`src/rtl/param_stack.sv`:
```
// rtl/param_stack.sv - parametrised LIFO stack with replace-top, empty bypass, flush and sticky errors
//
// Ports:
//   clk          in   rising-edge clock
//   rstn         in   synchronous active-low reset
//   data_in      in   word to push
//   push, pop    in   requests; both together replace the top (or bypass when empty)
//   flush        in   discard all entries
//   clr_err      in   clear overflow/underflow
//   data_out     out  registered popped word, held until the next pop
//   data_valid   out  one-cycle strobe after a successful pop
//   top          out  combinational peek of the top entry, 0 when empty
//   level        out  current entry count
//   full, empty, almost_full, almost_empty  out  derived from level
//   overflow, underflow                    out  sticky error flags
module param_stack #(
  parameter int WORD_LEN    = 8,
  parameter int STACK_DEPTH = 8,
  parameter int AF_THRESH   = STACK_DEPTH - 1,
  parameter int AE_THRESH   = 1
) (
  input  logic                             clk,
  input  logic                             rstn,
  input  logic [WORD_LEN-1:0]              data_in,
  input  logic                             push,
  input  logic                             pop,
  input  logic                             flush,
  input  logic                             clr_err,
  output logic [WORD_LEN-1:0]              data_out,
  output logic                             data_valid,
  output logic [WORD_LEN-1:0]              top,
  output logic [$clog2(STACK_DEPTH+1)-1:0] level,
  output logic                             full,
  output logic                             empty,
  output logic                             almost_full,
  output logic                             almost_empty,
  output logic                             overflow,
  output logic                             underflow
);

  localparam int LW = $clog2(STACK_DEPTH + 1);
  localparam int AW = $clog2(STACK_DEPTH);

  logic [WORD_LEN-1:0] r_mem [STACK_DEPTH];
  logic [LW-1:0]       r_level;
  logic [WORD_LEN-1:0] r_data_out;
  logic                r_data_valid;
  logic                r_overflow;
  logic                r_underflow;

  logic                w_full;
  logic                w_empty;
  logic [LW-1:0]       w_level_m1;
  logic [AW-1:0]       w_wr_idx;
  logic [AW-1:0]       w_top_idx;

  assign w_full     = (r_level == LW'(STACK_DEPTH));
  assign w_empty    = (r_level == '0);
  assign w_level_m1 = r_level - LW'(1);
  // Index slices are only used when the guarding full/empty test passes,
  // so the truncated value is always in range.
  assign w_wr_idx   = r_level[AW-1:0];
  assign w_top_idx  = w_level_m1[AW-1:0];

  always_ff @(posedge clk) begin
    if (!rstn) begin
      r_level      <= '0;
      r_data_out   <= '0;
      r_data_valid <= 1'b0;
      r_overflow   <= 1'b0;
      r_underflow  <= 1'b0;
    end else begin
      r_data_valid <= 1'b0;
      // Clear first so that an error event later in this block wins the race.
      if (clr_err) begin
        r_overflow  <= 1'b0;
        r_underflow <= 1'b0;
      end
      if (flush) begin
        r_level <= '0;
      end else begin
        case ({push, pop})
          2'b10: begin
            if (!w_full) begin
              r_mem[w_wr_idx] <= data_in;
              r_level         <= r_level + LW'(1);
            end else begin
              r_overflow <= 1'b1;
            end
          end
          2'b01: begin
            if (!w_empty) begin
              r_data_out   <= r_mem[w_top_idx];
              r_data_valid <= 1'b1;
              r_level      <= w_level_m1;
            end else begin
              r_underflow <= 1'b1;
            end
          end
          2'b11: begin
            if (!w_empty) begin
              r_data_out       <= r_mem[w_top_idx];
              r_data_valid     <= 1'b1;
              r_mem[w_top_idx] <= data_in;
            end else begin
              // Empty bypass: the pushed word goes straight to the consumer.
              r_data_out   <= data_in;
              r_data_valid <= 1'b1;
            end
          end
          default: ;
        endcase
      end
    end
  end

  assign data_out     = r_data_out;
  assign data_valid   = r_data_valid;
  assign top          = w_empty ? '0 : r_mem[w_top_idx];
  assign level        = r_level;
  assign full         = w_full;
  assign empty        = w_empty;
  assign almost_full  = (r_level >= LW'(AF_THRESH));
  assign almost_empty = (r_level <= LW'(AE_THRESH));
  assign overflow     = r_overflow;
  assign underflow    = r_underflow;

endmodule

```
`config.mk`:
```
export PLATFORM = sky130hd
export DESIGN_NAME = param_stack
export DESIGN_NICKNAME = d
export VERILOG_FILES = /design/src/rtl/param_stack.sv
export SDC_FILE = /design/constraint.sdc
export NUM_CORES = 1
export LEC_CHECK = 0
export ABC_AREA = 1
export BUFFER_PORTS_ARGS = -buffer_cell sky130_fd_sc_hd__buf_2
export CAP_MARGIN = 5
export CORE_UTILIZATION = 35
export CTS_BUF_LIST = sky130_fd_sc_hd__clkbuf_8 sky130_fd_sc_hd__clkbuf_16
export CTS_CLUSTER_DIAMETER = 150
export DETAILED_ROUTE_END_ITERATION = 7
export PLACE_DENSITY = 0.51
export SLEW_MARGIN = 20
export SYNTH_ARGS = -nofsm -noshare
export SYNTH_HDL_FRONTEND = slang
export SYNTH_SLANG_ARGS = --single-unit
```
`constraint.sdc`:
```
create_clock -name clk -period 6.8 [get_ports clk]
set_clock_uncertainty 0.05 [all_clocks]
set_input_delay 0.34 -clock clk [delete_from_list [all_inputs] [get_ports clk]]
set_output_delay 0.34 -clock clk [all_outputs]
set_load 0.02 [all_outputs]
```
==> key figures <==
Synthesis
  – Synth Area in Simple Gates: about 26%
  – Adder-cell area share of the yosys netlist: 0.993%
  – Synth Register Bits: 79
  – Xor/xnor share of the synthesized area: less than 1%
  – Synthesis Warnings: 0
  – Post-synthesis mux area share: 0%
  – Syn nets: about 440
  – Mapped cell area: 0.00378 mm2
  – Largest family of logic cells by synthesized area: simple AND/OR/NAND/NOR gates
  – Sequential area share after synthesis: 58.8%
  – Synth unique cells: 24
  – Complex-gate fraction of the synthesized area: 4.57%
  – Syn_area_per_cell: roughly 9 um2
  – Synthesized instance count: 421

Finish
  – Final nets: about 480
  – Seq. cell area: 0.00222 mm2
  – Multi-input gate area: between 0.001 and 0.0015 mm2
  – Share of layout cells above drive strength 1: 15.9%
  – Most frequent cells in the layout: nand2_1 (131), inv_1 (68), edfxtp_1 (64)
  – Fill cells: around 1.1k
  – Area growth from synthesis to layout: 12.5%
  – Most common cell after layout, fill and taps aside: nand2_1
  – Ant. Diodes: 0

Timing
  – Unrepaired setup endpoints after global routing: false
  – Worst Hold Margin: 0.200 ns
  – Max_slew headroom: 54.3%
  – FMAX: 0.281 GHz
  – Final hold vios: 0
  – Final setup viols: 0
  – Final Max Slew Viols: 0
  – Setup total negative slack: 0 ns
  – Worst Tran Pin Value: 0.683 ns
  – Fin crit share: 52.3%
  – Tmin final: approximately 3.6 ns

Route
  – Final ANT Viol Nets: 0
  – Vias/cell: about 4.7
  – Pre-antenna DRT Iters: 5
  – Via Count: 2,843
  – DRC violations left: 0
  – Routed wire per std cell: 15.0 um
  – First DRT Iteration DRCs: approximately 220
  – WL final: approximately 9.0 mm

Clock network
  – Post-CTS sizing: 0
  – CTS tree: built
  – Worst skew pair latency: 0.36 ns
  – Maximum buffer depth of the clock tree: 2
  – Cts hold-fix bufs: 0
  – CTS Buf Count: 9
  – H-tree levels: 3
  – Clk slew on worst S/H paths: 0.09 ns
  – Post-CTS setup buffers: 0
  – # clock sinks: between 70 and 80
  – CTS root buf: clkbuf_8

Power
  – Peak VDD IR: around 0.12 mV
  – Pleak: 1.97 nW
  – Pwr dens: between 200 and 250 mW/mm2

Floorplan
  – # rows: 37
  – Starting Density: 36.3%
  – IO Count: between 40 and 50
  – Die Wd: 106 um
  – Core area: about 0.010 mm2
  – DIE AREA: 0.0112 mm2
  – Die Y: 106 um

Critical path
  – Crit path largest cell delay: between 0.6 and 0.7 ns
  – CP arrival: between 3 and 4 ns
  – CP top delay family: buffers and inverters
  – Critical Path Start Type: flop
  – Critical path class: reg -> out
  – Worst-path cell chain: inv_2, ha_1, clkinv_1, nand3_1, nand3_1, nand2_1, nor2_1, buf_2
  – Worst Path Required: 6.41 ns
  – Highest-delay cell along the critical path: ha_1
  – Buffer and inverter count on the worst path: 3
  – Critical path endpoint category: output pin
  – Critical-path maximum fanout: 35
  – Most Frequent Cell on Critical Path: nand3_1

Placement
  – I/O Buffers: 40
  – Final GP Congestion: 0.888
  – DP HPWL: approximately 6.4 mm

GRT
  – All-Layer GR Usage: between 15 and 20%
  – Initial antenna violation count: 0
  – Largest net degree at the start of global routing: 40
  – Grt total ovfl: 0
  – First-pass GRT wire length: 14.3 mm
  – Number of global-route vias before repair: between 2k and 3k

Worst hold path
  – Worst hold path type: in -> reg

Status
  – Status: finished clean

Job
  – Max_cap viols: 0
[kinds of logic after synthesis]
kind of cell | Yosys count
and+or+nand+nor | 220
buffers and inverters | 87
DFF | 79
AOI/OAI and AO/OA | 30
adders and majority gates | 3
xor gates and xnor gates | 2
[cell type report]
cell class | count | area share (%)
Sequential cell | 79 | 52.3
Multi-Input combinational cell | 255 | 28.1
Clock buffer | 9 | 2.91
Clock inverter | 7 | 1.38
Timing Repair Buffer | 41 | 4.89
Tap cell | 136 | 4.00
Inverter | 73 | 6.44
[layer usage]
layer | up-vias | wire [um] | track usage, %
met5 | - | 0 | 0
li1 | 1422 | - | -
met1 | 1301 | 4300 | 24.2
met3 | 16 | 591 | 5.58
met2 | 104 | 3940 | 26.2
met4 | 0 | 192 | 5.95
[state kept, by name, indices dropped and copies added (netlist names)]
register and count:
r_mem 64, data_out 8, level 4, data_valid 1
overflow 1, underflow 1
[worst register-to-register path: cells and delay by family (launching register included)]
| kind | cells | cell delay (ns) |
|---|---|---|
| flops | 1 | 0.33 |
| simple gates | 2 | 0.61 |
| buf+inv | 2 | 1.05 |
| compound gates | 1 | 0.31 |
| fa+ha+maj | 1 | 0.63 |
[path summary, 6_finish.rpt]
kind / cells past startpoint / end / startpoint / slack (ns)
setup / recovery: 8 / top[4] / level[0]$_SDFFE_PP0P_ / 3.25
hold / removal: 4 / underflow$_SDFF_PN0_ / clr_err / 0.20
setup reg to reg: 6 / r_mem[1][2]$_DFFE_PP_ / level[0]$_SDFFE_PP0P_ / 3.46
hold reg to reg: 2 / underflow$_SDFF_PN0_ / underflow$_SDFF_PN0_ / 0.44
[synth_stat cells]
cell | count | area, um2
o21ai_1 | 1 | 5.00
inv_1 | 68 | 255
buf_4 | 3 | 22.5
o21ai_0 | 6 | 30.0
nor2_8 | 1 | 20.0
nor2_2 | 2 | 12.5
buf_2 | 5 | 25.0
inv_2 | 4 | 15.0
nor2_1 | 25 | 93.8
o21ai_2 | 5 | 43.8
nand2_4 | 3 | 33.8
nand2_1 | 131 | 492
buf_8 | 1 | 15.0
clkbuf_1 | 4 | 15.0
nand3_4 | 2 | 35.0
a21oi_1 | 17 | 85.1
xor2_1 | 2 | 17.5
ha_1 | 3 | 37.5
a21oi_2 | 1 | 8.76
dfxtp_1 | 15 | 300
edfxtp_1 | 64 | 1920
buf_6 | 1 | 11.3
nand3_1 | 56 | 280
clkinv_1 | 1 | 3.75
[where the power goes]
part	internal, mW	total (mW)	switching, mW
registers	0.528	0.531	0.00331
logic	0.0335	0.119	0.0851
clock network	0.140	0.333	0.192
total	0.702	0.982	0.281
[through the flow]
stage,instance area (um2),worst slack [ns],total power [mW],utilization [%],instances
after global routing,4250,2.98,1.03,40.8,600
after global placement,4070,3.63,0.661,39.1,584
after CTS,4250,3.24,0.994,40.8,600
final,4250,3.25,0.982,40.8,600
after detailed placement,4070,3.45,0.662,39.1,584
after floorplan,3780,4.08,0.623,-,421
Power figures use the tool's default switching activity.
